--- config.mk ---
export PLATFORM = sky130hd
export DESIGN_NAME = sliding_mean_filter
export DESIGN_NICKNAME = d
export VERILOG_FILES = /design/src/rtl/sliding_mean_pkg.sv /design/src/rtl/sliding_mean_filter_delay_line.sv /design/src/rtl/sliding_mean_filter.sv
export SDC_FILE = /design/constraint.sdc
export NUM_CORES = 1
export LEC_CHECK = 0
export BUFFER_PORTS_ARGS = -buffer_cell sky130_fd_sc_hd__buf_2
export CAP_MARGIN = 10
export CORE_MARGIN = 2
export CORE_UTILIZATION = 65
export CTS_BUF_LIST = sky130_fd_sc_hd__clkbuf_4
export CTS_CLUSTER_DIAMETER = 150
export DETAILED_ROUTE_END_ITERATION = 7
export PLACE_DENSITY = 0.8
export RECOVER_POWER = 50
export SLEW_MARGIN = 20
export SYNTH_ARGS = -nofsm -noshare
export SYNTH_HDL_FRONTEND = slang
export SYNTH_HIERARCHICAL = 1
export SYNTH_SLANG_ARGS = --single-unit
--- constraint.sdc ---
create_clock -name clk -period 5 [get_ports clk]
set_input_delay 0.5 -clock clk [delete_from_list [all_inputs] [get_ports clk]]
set_output_delay 0.5 -clock clk [all_outputs]
set_load 0.005 [all_outputs]
--- src/rtl/sliding_mean_pkg.sv ---
// Shared helpers for the sliding mean filter: window/shift/sum-width derivation
// and the parameter legality predicate used at elaboration.
package sliding_mean_pkg;

    function automatic int win_f(input int radius);
        return 32'sd2 * radius;
    endfunction

    function automatic int shift_f(input int radius);
        return $clog2(32'sd2 * radius);
    endfunction

    function automatic int sum_w_f(input int pixel_w, input int radius);
        return pixel_w + $clog2(32'sd2 * radius);
    endfunction

    // Window must be a non-zero power of two and strictly narrower than a line.
    function automatic bit params_ok(input int pixel_w, input int radius, input int frame_width);
        int win;
        win = 32'sd2 * radius;
        return (pixel_w > 32'sd0) && (radius > 32'sd0) &&
               ((win & (win - 32'sd1)) == 32'sd0) && (frame_width > win);
    endfunction

endpackage

--- src/rtl/sliding_mean_filter_delay_line.sv ---
// Enable-gated shift register; dout is the sample written DEPTH enables ago.
module pixel_delay_line #(
    parameter int WIDTH = 8,
    parameter int DEPTH = 4
) (
    input  logic             clk,
    input  logic             reset,
    input  logic             en,
    input  logic [WIDTH-1:0] din,
    output logic [WIDTH-1:0] dout
);

    logic [DEPTH-1:0][WIDTH-1:0] taps_q;
    logic [DEPTH-1:0][WIDTH-1:0] taps_d;

    // Next-state of the tap chain
    always_comb begin
        taps_d = taps_q;
        if (en) begin
            taps_d[0] = din;
            for (int i = 1; i < DEPTH; i++) begin
                taps_d[i] = taps_q[i-1];
            end
        end else begin
            taps_d = taps_q;
        end
    end

    // Tap chain register
    always_ff @(posedge clk or posedge reset) begin
        if (reset) begin
            taps_q <= '0;
        end else begin
            taps_q <= taps_d;
        end
    end

    assign dout = taps_q[DEPTH-1];

endmodule

--- src/rtl/sliding_mean_filter.sv ---
// Per-line sliding window mean/contrast filter, two-stage pipeline.
// Optional macro SLIDING_MEAN_ROUND_EN selects round-to-nearest averaging.
module sliding_mean_filter
    import sliding_mean_pkg::*;
#(
    parameter int PIXEL_W     = 8,
    parameter int RADIUS      = 8,
    parameter int FRAME_WIDTH = 128
) (
    input  logic               clk,
    input  logic               reset,
    input  logic [PIXEL_W:0]   pixel,
    input  logic               pixel_valid,
    output logic [PIXEL_W:0]   out_pixel,
    output logic [PIXEL_W-1:0] local_average,
    output logic [PIXEL_W:0]   local_contrast,
    output logic               out_valid
);

    localparam int WIN   = win_f(RADIUS);
    localparam int SHIFT = shift_f(RADIUS);
    localparam int SUM_W = sum_w_f(PIXEL_W, RADIUS);
    localparam int COL_W = $clog2(FRAME_WIDTH);

    if (!params_ok(PIXEL_W, RADIUS, FRAME_WIDTH)) begin : g_bad_params
        $error("sliding_mean_filter: WIN=2*RADIUS must be a power of two below FRAME_WIDTH");
    end

    logic               sof_s;
    logic [PIXEL_W-1:0] val_s;
    logic [PIXEL_W-1:0] win_tap_s;
    logic [PIXEL_W-1:0] mid_tap_s;

    assign sof_s = pixel[PIXEL_W];
    assign val_s = pixel[PIXEL_W-1:0];

    pixel_delay_line #(.WIDTH(PIXEL_W), .DEPTH(WIN)) u_win_delay (
        .clk   (clk),
        .reset (reset),
        .en    (pixel_valid),
        .din   (val_s),
        .dout  (win_tap_s)
    );

    pixel_delay_line #(.WIDTH(PIXEL_W), .DEPTH(RADIUS)) u_mid_delay (
        .clk   (clk),
        .reset (reset),
        .en    (pixel_valid),
        .din   (val_s),
        .dout  (mid_tap_s)
    );

    logic               started_q, started_d;
    logic [COL_W-1:0]   col_q, col_d;
    logic [SUM_W-1:0]   sum_q, sum_d;
    logic [PIXEL_W-1:0] centre_q, centre_d;
    logic               s1_valid_q, s1_valid_d;
    logic               s1_sol_q, s1_sol_d;

    // Stage 1: column tracking, running window sum, centre tap
    always_comb begin
        started_d  = started_q;
        col_d      = col_q;
        sum_d      = sum_q;
        centre_d   = centre_q;
        s1_valid_d = 1'b0;
        s1_sol_d   = 1'b0;
        if (pixel_valid) begin
            // A new line starts on sof, on line wrap, or on the first sample after reset.
            if (sof_s || !started_q || (col_q == COL_W'(FRAME_WIDTH - 1))) begin
                col_d = '0;
            end else begin
                col_d = col_q + COL_W'(1);
            end
            started_d = 1'b1;
            if (col_d == '0) begin
                sum_d = SUM_W'(val_s);
            end else if (col_d < COL_W'(WIN)) begin
                sum_d = sum_q + SUM_W'(val_s);
            end else begin
                sum_d = sum_q + SUM_W'(val_s) - SUM_W'(win_tap_s);
            end
            centre_d   = mid_tap_s;
            s1_valid_d = (col_d >= COL_W'(WIN - 1));
            s1_sol_d   = (col_d == COL_W'(WIN - 1));
        end else begin
            s1_valid_d = 1'b0;
        end
    end

    // Stage 1 registers
    always_ff @(posedge clk or posedge reset) begin
        if (reset) begin
            started_q  <= 1'b0;
            col_q      <= '0;
            sum_q      <= '0;
            centre_q   <= '0;
            s1_valid_q <= 1'b0;
            s1_sol_q   <= 1'b0;
        end else begin
            started_q  <= started_d;
            col_q      <= col_d;
            sum_q      <= sum_d;
            centre_q   <= centre_d;
            s1_valid_q <= s1_valid_d;
            s1_sol_q   <= s1_sol_d;
        end
    end

    logic [PIXEL_W-1:0] avg_s;
    logic [PIXEL_W:0]   con_s;
`ifdef SLIDING_MEAN_ROUND_EN
    logic [SUM_W:0]     rounded_s;
`endif

    logic [PIXEL_W:0]   out_pixel_q, out_pixel_d;
    logic [PIXEL_W-1:0] avg_q, avg_d;
    logic [PIXEL_W:0]   con_q, con_d;
    logic               out_valid_q, out_valid_d;

    // Stage 2: mean, contrast and output hold
    always_comb begin
`ifdef SLIDING_MEAN_ROUND_EN
        rounded_s = {1'b0, sum_q} + (SUM_W + 1)'(WIN / 2);
        avg_s     = PIXEL_W'(rounded_s >> SHIFT);
`else
        avg_s     = PIXEL_W'(sum_q >> SHIFT);
`endif
        con_s       = {1'b0, centre_q} - {1'b0, avg_s};
        out_valid_d = s1_valid_q;
        out_pixel_d = out_pixel_q;
        avg_d       = avg_q;
        con_d       = con_q;
        if (s1_valid_q) begin
            out_pixel_d = {s1_sol_q, centre_q};
            avg_d       = avg_s;
            con_d       = con_s;
        end else begin
            out_pixel_d = out_pixel_q;
        end
    end

    // Stage 2 registers
    always_ff @(posedge clk or posedge reset) begin
        if (reset) begin
            out_pixel_q <= '0;
            avg_q       <= '0;
            con_q       <= '0;
            out_valid_q <= 1'b0;
        end else begin
            out_pixel_q <= out_pixel_d;
            avg_q       <= avg_d;
            con_q       <= con_d;
            out_valid_q <= out_valid_d;
        end
    end

    assign out_pixel      = out_pixel_q;
    assign local_average  = avg_q;
    assign local_contrast = con_q;
    assign out_valid      = out_valid_q;

endmodule

==> qor.yml, run 1 <==
grt:
  grt-ovfl-total: 0
  grt_max_degree: 154
  grt_busiest_layer: "met2"
  grt_pass1_vias: 6695
  grt_pass1_wl_mm: 31.80
  met2_usage_pct: 34.96
  use_met3_pct: 4.362
  antenna_found_initial: 1
  grt_usage_pct: 21.35
  grt_use_met1_pct: 28.44
sta:
  hold_ws_ns: 0.1422
  finalSetupTns_ns: 0
  period_share_pct: 73.02
  slew_headroom_pct: -130.2
  fin_ws_ns: 1.349
  period_minus_slack_ns: 3.651
  final_max_slew_viol_count: 319
  hold_viol: 0
  skew_ns: 0.02544
  worst_pin_slew_ns: 3.434
  setup_viol: 0
  rsz0062_at_grt: "no"
  clock.fmax_mhz: 273.9
synthesis:
  synth.distinct_cells: 63
  synth_area_leader_cell: "dfrtp_1"
  ys_seq_area_share_pct: 55.05
  syn_inst: 799
  synthesis.nets: 839
  async_flop_share_pct: 100.0
  yosys_warnings: 6
  synth.area.top_cells: "dfrtp_1 (55%), mux2_2 (16%), mux2_4 (8.0%)"
  synth_edf_count: 0
  synth_most_common_cell: "dfrtp_1"
  synth_ff_type: "dfrtp_1"
  synthesis.area_per_instance_sq_um: 14.17
  synth_top_area_share_pct: 55.05
  synth_area_sq_mm: 0.01132
  yosys_register_bits: 249
  synthTopCellsByCount: "dfrtp_1 (249), mux2_2 (162), mux2_4 (60), inv_1 (34), o21ai_0 (31)"
final_layout:
  final_util_pct: 69.87
  multi_input_comb_area_sq_mm: 0.004408
  drive_gt1_share_pct: 39.46
  fillers: 1181
  final_cells: 1118
  fin_area_sq_mm: 0.01200
  syn2layout_area_growth_pct: 6.036
  nets: 897
  seqCellArea_sq_mm: 0.006231
clock_network:
  ctsHoldBuffers: 0
  cts_tree: "done"
  clock-root-buffer: "clkbuf_4"
  cts.sinks: 249
  clk_path_buf_depth: 3
  post_cts_resize_count: 0
  clk_latency_ns: 0.65
  ctsHtreeMaxLevel: 2
  clk_pin_slew_ns: 0.07
  postCtsSetupRepairBufs: 0
  numCtsBuffers: 61
flow_run:
  maxCapViolCount: 4
route:
  drt_first_iter_violations: 269
  routed_wl_mm: 18.46
  wire_per_inst_microns: 16.51
  drt_pass1_iterations: 4
  via_per_inst: 5.610
  postRouteAntennaNets: 0
  drc: 0
  vias: 6272
worst_setup_path:
  worstSetupPathType: "reg2reg"
  critPathRequiredTime_ns: 5.56
  critPathMaxFanout: 5
  cp.arrival_ns: 4.21
  crit_slowest_cell: "o311ai_0"
  cp-start-kind: "flip-flop"
  max_stage_delay_ns: 0.63
  path_cells: "ha_1 > fa_1 > a211oi_2 > o21a_1 > xnor2_1 > ha_1 > o311ai_0 > nand2b_4 > or4_4 > a211oi_2 > o21bai_1"
  end_kind: "flip-flop"
pwr:
  finalPower_mw: 6.175
  p_per_area_mw_per_mm2: 514.5
  vdd_ir_drop_max_uv: 290.5
  leakage_nw: 5.595
floorplanning:
  io-pin-count: 39
  rows: 48
  die_h_microns: 136.0
  initial_core_util_pct: 65.89
  die-area_sq_mm: 0.01848
  die_w_microns: 136.0
  coreArea_sq_mm: 0.01718
placed_design:
  routabilityCongestion: 0.9041
  dpl_cell_area_sq_mm: 0.01136
  dp_hpwl_mm: 11.94
  numPortBuffers: 38
  post-place-ws_ns: 1.152
  dpl.cell_count: 1018
run_status:
  status: "finished with violations"
  violations: "max-capacitance violations, max-slew violations"
min_path:
  hp-class: "in2reg"
-- logic make-up (layout without fill, tap and decap cells) --
group / after synthesis / in the layout / synth area share [%]
and+or+nand+nor: 86 / 86 / 3.814
adders and majority gates: 28 / 28 / 3.294
other: 0 / 1 / 0
muxes: 227 / 227 / 24.52
DFF: 249 / 249 / 55.05
buffers and inverters: 84 / 177 / 5.505
xor gates and xnor gates: 15 / 15 / 1.161
AOI/OAI and AO/OA: 110 / 110 / 6.655
-- final timing paths --
kind	from	cells past startpoint	end	slack, ns
worst max-delay path	sum_q[0]$_DFFE_PP0P_	11	sum_q[10]$_DFFE_PP0P_	1.35
worst min-delay path	pixel[0]	2	u_win_delay/taps_q[0]$_DFFE_PP0P_	0.14
worst max register to register	sum_q[0]$_DFFE_PP0P_	11	sum_q[10]$_DFFE_PP0P_	1.35
worst min register to register	u_mid_delay/taps_q[54]$_DFFE_PP0P_	1	u_mid_delay/dout[6]$_DFFE_PP0P_	0.48
max in group asynchronous	reset	3	u_mid_delay/taps_q[7]$_DFFE_PP0P_	1.86
min in group asynchronous	reset	2	u_win_delay/taps_q[0]$_DFFE_PP0P_	0.87
-- critical path: cells and delay by family, from the launching register on --
family / cells / cell delay, ns
and+or+nand+nor: 2 / 0.66
AOI/OAI and AO/OA: 5 / 1.51
adders and majority gates: 3 / 0.90
DFF: 1 / 0.38
xor gates and xnor gates: 1 / 0.11
-- layout by cell type, fill, tap and decap left out, types with 6 or more instances in the layout --
cell / instances
dfrtp_1: 249
mux2_2: 162
clkbuf_4: 87
mux2_4: 45
buf_2: 36
inv_1: 31
o21ai_0: 31
nand2_1: 28
ha_1: 25
nor2_1: 20
a21oi_1: 17
mux2_1: 15
clkinv_1: 11
xnor2_1: 10
nor3_1: 8
a31oi_1: 6
nand3_1: 6
o21a_1: 6
-- power breakdown --
part           switching [mW]  internal, mW  leakage [nW]
sequential              0.335          2.61          3.04
clock                   0.731         0.786         0.423
combinational           0.795         0.921          2.13
-- flip-flops by register name, indices dropped and copies added (netlist names) --
signal and cells:
local_contrast 9, col_q 7, out_valid_d 1, u_mid_delay/dout 8
u_win_delay/dout 8, out_pixel 9, u_win_delay/taps_q 120, started_q 1
local_average 8, s1_sol_q 1, u_mid_delay/taps_q 56, out_valid 1
centre_q 8, sum_q 12
-- area by class of cell --
class                   count  area share [%]
repair buffers             45           2.116
clock buffers              87           5.442
diodes                      1         0.02085
inverters                  34           1.074
well taps                 225           2.346
flip-flops and latches    249           51.92
multi-input cells         466           36.73
clock inverters            11          0.3545
-- layer usage --
| metal | wire length [microns] | up-vias |
|---|---|---|
| li1 | - | 2980 |
| met1 | 8374 | 3163 |
| met2 | 9215 | 111 |
| met3 | 662 | 18 |
| met4 | 207 | 0 |
| met5 | 0 | - |
No activity file was read; power rests on OpenSTA's default activity.
==> run 2, diff against run 1 <==
clock period = 3.7 ns   (was 5 ns; I/O delays follow)
==> qor.yml, run 2 (same netlist as run 1, synthesis figures left out) <==
run_status:
  status: "finished with violations"  # unchanged
  violations: "max-capacitance violations, max-slew violations"  # unchanged
floorplanning:
  die_h_microns: 136.0  # unchanged
  initial_core_util_pct: 65.89  # unchanged
  rows: 48  # unchanged
  die_w_microns: 136.0  # unchanged
  die-area_sq_mm: 0.01848  # unchanged
  io-pin-count: 39  # unchanged
  coreArea_sq_mm: 0.01718  # unchanged
grt:
  grt_pass1_wl_mm: 31.67  # was 31.80 mm
  grt_pass1_vias: 6682  # was 6695
  grt-ovfl-total: 0  # unchanged
  antenna_found_initial: 1  # unchanged
  grt_usage_pct: 21.55  # was 21.35%
  grt_max_degree: 130  # was 154
clock_network:
  clock-root-buffer: "clkbuf_4"  # unchanged
  clk_latency_ns: 0.66  # was 0.65 ns
  cts.sinks: 249  # unchanged
  numCtsBuffers: 60  # was 61
  clk_pin_slew_ns: 0.07  # about the same
  ctsHtreeMaxLevel: 2  # unchanged
  cts_tree: "done"  # unchanged
  clk_path_buf_depth: 3  # unchanged
final_layout:
  largest-register: "u_win_delay/taps_q"  # unchanged
  syn2layout_area_growth_pct: 6.257  # was 6.036%
  nets: 901  # was 897
  largestRegisters: "u_win_delay/taps_q x120, u_mid_delay/taps_q x56, sum_q x12"  # unchanged
  final_cell_mix: "dfrtp_1 (249), mux2_2 (162), clkbuf_4 (87), buf_2 (37), mux2_4 (36)"  # was dfrtp_1 (249), mux2_2 (162), clkbuf_4 (87), mux2_4 (45), buf_2 (36)
  drive_gt1_share_pct: 38.40  # was 39.46%
  final_common_cell: "dfrtp_1"  # unchanged
  largest_reg_flops: 120  # unchanged
placed_design:
  dp_hpwl_mm: 12.39  # was 11.94 mm
  numPortBuffers: 38  # unchanged
  routabilityCongestion: 0.8721  # was 0.9041
sta:
  clock.fmax_mhz: 283.5
  skew_ns: 0.02608  # was 0.02544 ns
  period_share_pct: 95.32
  rsz0062_at_grt: "no"  # unchanged
  worst_pin_slew_ns: 2.895  # was 3.434 ns
  period_minus_slack_ns: 3.527
  final_max_slew_viol_count: 335  # was 319
  finalSetupTns_ns: 0  # unchanged
  setup_viol: 0  # unchanged
  slew_headroom_pct: -92.99  # was -130.2%
  hold_viol: 0  # unchanged
worst_setup_path:
  end_kind: "flip-flop"  # unchanged
  worstSetupPathType: "in2reg"  # was reg2reg
  max_stage_delay_ns: 0.56  # was 0.63 ns
  r2r-start: "sum_q[0]$_DFFE_PP0P_"  # unchanged
  critPathMaxFanout: 5  # unchanged
  critPathRequiredTime_ns: 4.27  # was 5.56 ns
  cp-startpoint: "pixel[2]"  # was sum_q[0]$_DFFE_PP0P_
  crit_path_frequent_cell: "o31a_1"
  path_cells: "dlygate4sd3_1 > buf_2 > ha_1 > a21oi_1 > nand2_1 > xor2_1 > ha_1 > o21a_1 > o31a_1 > o31a_1 > o31a_1 > or4b_1 > a211oi_1 > o21bai_1"  # was ha_1 > fa_1 > a211oi_2 > o21a_1 > xnor2_1 > ha_1 > o311ai_0 > nand2b_4 > or4_4 > a211oi_2 > o21bai_1
  crit_slowest_cell: "or4b_1"  # was o311ai_0
  cp-start-kind: "input pin"  # was flip-flop
  cp.arrival_ns: 4.10  # was 4.21 ns
pwr:
  finalPower_mw: 8.343  # was 6.175 mW
  p_per_area_mw_per_mm2: 693.7  # was 514.5 mW/mm^2
  leakage_nw: 5.593  # was 5.595 nW
  vdd_ir_drop_max_uv: 426.7  # was 290.5 uV
flow_run:
  maxCapViolCount: 4  # unchanged
route:
  drt_pass1_iterations: 4  # unchanged
  drt_first_iter_violations: 186  # was 269
  via_per_inst: 5.602  # was 5.610
  vias: 6314  # was 6272
  wire_per_inst_microns: 16.83  # was 16.51 microns
  drc: 0  # unchanged
  postRouteAntennaNets: 0  # unchanged
  routed_wl_mm: 18.97  # was 18.46 mm
min_path:
  hp-class: "in2reg"  # unchanged
  worstHoldStart: "pixel[1]"  # was pixel[0]
## run 2: stage by stage
step | hold slack (ns) | instances | area [sq um] | setup slack [ns] | utilization [%]
global route | 0.008715 | 1127 | 12030 | 0.004436 | 70.02
finish | 0.06916 | 1127 | 12030 | 0.1730 | 70.02
CTS | 0.006332 | 1126 | 12150 | 0.09686 | 70.72
floorplan | 0.4282 | 799 | 11320 | 0.4413 | -
detailed placement | 0.3408 | 1020 | 11390 | 0.03419 | 66.33
global placement | 0.3299 | 1020 | 11390 | 0.04477 | 66.33
## run 2: path summary, 6_finish.rpt
kind,end,slack (ns),cells past startpoint
setup / recovery,sum_q[11]$_DFFE_PP0P_,0.17,14
hold / removal,u_mid_delay/taps_q[1]$_DFFE_PP0P_,0.07,2
setup reg to reg,sum_q[11]$_DFFE_PP0P_,0.21,11
hold reg to reg,started_q$_DFFE_PP0P_,0.48,1
max in group asynchronous,u_win_delay/taps_q[14]$_DFFE_PP0P_,0.73,4
min in group asynchronous,u_win_delay/taps_q[0]$_DFFE_PP0P_,0.26,3
## run 2: layer usage
metal  share of wire (%)  vias up  global-route usage (%)  routed length [microns]
li1                    -     2983                       -                        -
met1                  45     3165                   27.93                     8470
met2                  50      135                   36.31                     9471
met3                 3.7       31                   4.586                      694
met4                 1.8        0                   7.407                      337
met5                   0        -                       0                        0
## run 2: final cells by class
class / instances / area (sq um)
Clock buffer: 87 / 653.1
Timing Repair Buffer: 50 / 294.0
Tap cell: 225 / 281.5
Clock inverter: 15 / 61.31
Multi-Input combinational cell: 466 / 4374
Inverter: 34 / 128.9
Antenna cell: 1 / 2.502
Fill cell: 1215 / 5150
Sequential cell: 249 / 6231
## run 2: worst max-delay path: cells and delay by family
family / cells / cell delay, ns
AND/OR/NAND/NOR: 2 / 0.67
XOR/XNOR: 1 / 0.22
adder cells (fa/ha/maj): 2 / 0.68
AO/OA/AOI/OAI: 7 / 1.47
buffers and inverters: 2 / 0.69
## run 2: repair_timing
action,in CTS,in global routing
hold buffers,4,0
resized for setup,0,1
endpoints found under the hold margin,92,0
buffers inserted,0,0
endpoints found under the setup margin,0,2
## run 2: report_power, final
group | switching [mW] | internal (mW)
combinational | 1.06 | 1.22
clock | 1.01 | 1.07
sequential | 0.457 | 3.52
==> run 3, diff against run 2 <==
CORE_UTILIZATION = 63   (was 65)
CTS_BUF_LIST = sky130_fd_sc_hd__clkbuf_16   (was sky130_fd_sc_hd__clkbuf_4)
PLACE_DENSITY = 0.78   (was 0.8)
==> qor.yml, run 3 (same netlist as run 1, synthesis figures left out) <==
run_status:
  status: "finished with violations"  # unchanged
  violations: "max-capacitance violations, max-slew violations"  # unchanged
final_layout:
  multi_input_comb_area_sq_mm: 0.004250  # was 0.004374 sq mm
  drive_gt1_share_pct: 29.29  # was 38.40%
  syn2layout_area_growth_pct: 5.085  # was 6.257%
  largestRegisters: "u_win_delay/taps_q x120, u_mid_delay/taps_q x56, sum_q x12"  # unchanged
  antenna_cells: 0  # was 1
  largest_reg_flops: 120  # unchanged
  largest-register: "u_win_delay/taps_q"  # unchanged
  nets: 864  # was 901
  seqCellArea_sq_mm: 0.006231  # unchanged
  final_cell_mix: "dfrtp_1 (249), mux2_2 (162), mux2_1 (58), inv_1 (38), o21ai_0 (31)"  # was dfrtp_1 (249), mux2_2 (162), clkbuf_4 (87), buf_2 (37), mux2_4 (36)
  final_common_cell: "dfrtp_1"  # unchanged
  fin_area_sq_mm: 0.01189  # was 0.01203 sq mm
  fillers: 1328  # was 1215
route:
  via_per_inst: 5.665  # was 5.602
  drt_pass1_iterations: 4  # unchanged
  vias: 6056  # was 6314
  routed_wl_mm: 18.46  # was 18.97 mm
  drt_first_iter_violations: 325  # was 186
  drc: 0  # unchanged
  postRouteAntennaNets: 0  # unchanged
  wire_per_inst_microns: 17.26  # was 16.83 microns
sta:
  final_max_slew_viol_count: 81  # was 335
  setup_viol: 0  # unchanged
  worst_pin_slew_ns: 1.865  # was 2.895 ns
  slew_headroom_pct: -24.35  # was -92.99%
  skew_ns: 0.01530  # was 0.02608 ns
  rsz0062_at_grt: "no"  # unchanged
  clock.fmax_mhz: 286.4  # was 283.5 MHz
  period_share_pct: 94.37  # was 95.32%
  period_minus_slack_ns: 3.492  # was 3.527 ns
  hold_viol: 0  # unchanged
  finalSetupTns_ns: 0  # unchanged
worst_setup_path:
  cp.arrival_ns: 3.93  # was 4.10 ns
  critPathMaxFanout: 5  # unchanged
  cp-start-kind: "flip-flop"  # was input pin
  path_cells: "ha_1 > fa_1 > xor2_1 > ha_1 > o21a_1 > o31a_1 > o31a_1 > o31a_1 > or4b_1 > a211oi_1 > o21bai_1"  # was dlygate4sd3_1 > buf_2 > ha_1 > a21oi_1 > nand2_1 > xor2_1 > ha_1 > o21a_1 > o31a_1 > o31a_1 > o31a_1 > or4b_1 > a211oi_1 > o21bai_1
  crit_path_frequent_cell: "o31a_1"  # unchanged
  worstSetupPathType: "reg2reg"  # was in2reg
  end_kind: "flip-flop"  # unchanged
  crit_slowest_cell: "or4b_1"  # unchanged
  max_stage_delay_ns: 0.56  # about the same
  critPathRequiredTime_ns: 4.14  # was 4.27 ns
clock_network:
  ctsHtreeMaxLevel: 1  # was 2
  clk_latency_ns: 0.51  # was 0.66 ns
  cts.sinks: 249  # unchanged
  clk_pin_slew_ns: 0.06  # was 0.07 ns
  clock-root-buffer: "clkbuf_16"  # was clkbuf_4
  cts_tree: "done"  # unchanged
  clk_path_buf_depth: 3  # unchanged
  postCtsSetupRepairBufs: 0  # unchanged
  numCtsBuffers: 25  # was 60
grt:
  grt_busiest_layer: "met2"  # unchanged
  grt_pass1_wl_mm: 31.91  # was 31.67 mm
  use_met3_pct: 2.979  # was 4.586%
  grt_pass1_vias: 6368  # was 6682
  grt_usage_pct: 19.94  # was 21.55%
  antenna_found_initial: 0  # was 1
  grt-ovfl-total: 0  # unchanged
  met2_usage_pct: 32.73  # was 36.31%
  grt_max_degree: 92  # was 130
  grt_use_met1_pct: 28.10  # was 27.93%
min_path:
  hp-class: "in2reg"  # unchanged
floorplanning:
  rows: 49  # was 48
  die_w_microns: 138.0  # was 136.0 microns
  coreArea_sq_mm: 0.01778  # was 0.01718 sq mm
  die-area_sq_mm: 0.01905  # was 0.01848 sq mm
  io-pin-count: 39  # unchanged
  die_h_microns: 138.0  # was 136.0 microns
  initial_core_util_pct: 63.66  # was 65.89%
placed_design:
  numPortBuffers: 38  # unchanged
  dp_hpwl_mm: 12.25  # was 12.39 mm
  dpl_cell_area_sq_mm: 0.01140  # was 0.01139 sq mm
  routabilityCongestion: 0.9019  # was 0.8721
flow_run:
  maxCapViolCount: 2  # was 4
pwr:
  vdd_ir_drop_max_uv: 483.8  # was 426.7 uV
  finalPower_mw: 8.454  # was 8.343 mW
  p_per_area_mw_per_mm2: 710.8  # was 693.7 mW/mm^2
  leakage_nw: 5.367  # was 5.593 nW
run 3: cell types whose count changed in the layout (fill, tap and decap cells not counted), moves of 3 or more:
cell,before,now
clkinv_1,13,8
clkbuf_4,87,0
mux2_1,24,58
clkbuf_16,0,25
inv_1,33,38
clkinv_2,1,4
clkbuf_1,1,10
mux2_4,36,2
dlygate4sd3_1,4,1
buf_2,37,28
run 3: worst max-delay path, delay by kind of cell, from the launching register on:
family / cells / cell delay [ns]
xor+xnor: 1 / 0.21
simple gates: 1 / 0.56
compound gates: 6 / 1.24
fa+ha+maj: 3 / 1.02
flops: 1 / 0.38
run 3: timing repair:
item                       4_1_cts  5_1_grt
hold endpoints to repair        27        0
setup endpoints to repair        0        2
hold buffers                     1        0
gates resized for setup          0        2
run 3: report_power, final:
group,leakage [nW],internal [mW],switching (mW)
clock network,0.377,1.28,0.975
registers,3.04,3.52,0.451
logic,1.95,1.15,1.07
run 3: routing by layer:
layer  share of wire, %  wire (microns)  vias to the layer above
met5                  0               0                        -
met4                2.0             377                        0
met3                3.4             624                       34
met2                 49            9036                      106
met1                 46            8418                     3036
li1                   -               -                     2880
run 3: path summary, 6_finish.rpt:
| path | from | end | slack, ns | cells past startpoint |
|---|---|---|---|---|
| setup / recovery | sum_q[0]$_DFFE_PP0P_ | sum_q[11]$_DFFE_PP0P_ | 0.21 | 11 |
| hold / removal | pixel[2] | u_mid_delay/taps_q[2]$_DFFE_PP0P_ | 0.15 | 2 |
| setup reg to reg | sum_q[0]$_DFFE_PP0P_ | sum_q[11]$_DFFE_PP0P_ | 0.21 | 11 |
| hold reg to reg | started_q$_DFFE_PP0P_ | started_q$_DFFE_PP0P_ | 0.48 | 1 |
| max in group asynchronous | reset | u_win_delay/taps_q[62]$_DFFE_PP0P_ | 0.99 | 5 |
| min in group asynchronous | reset | u_win_delay/taps_q[18]$_DFFE_PP0P_ | 0.65 | 3 |
run 3: metrics by stage:
| step | hold WS, ns | util (%) | setup slack, ns | std cells |
|---|---|---|---|---|
| floorplan | 0.4282 | - | 0.4413 | 799 |
| global placement | 0.4511 | 64.11 | 0.08344 | 1024 |
| detailed placement | 0.4568 | 64.11 | 0.009448 | 1024 |
| CTS | 0.1351 | 68.24 | 0.1306 | 1068 |
| global route | 0.1484 | 66.90 | 0.01311 | 1069 |
| finish | 0.1544 | 66.90 | 0.2084 | 1069 |
run 3: final cells by class:
cell class	instances	area share, %
Multi-Input combinational cell	466	35.74
Inverter	34	1.084
Timing Repair Buffer	48	2.293
Sequential cell	249	52.39
Clock buffer	25	5.260
Tap cell	229	2.409
Clock inverter	18	0.8311
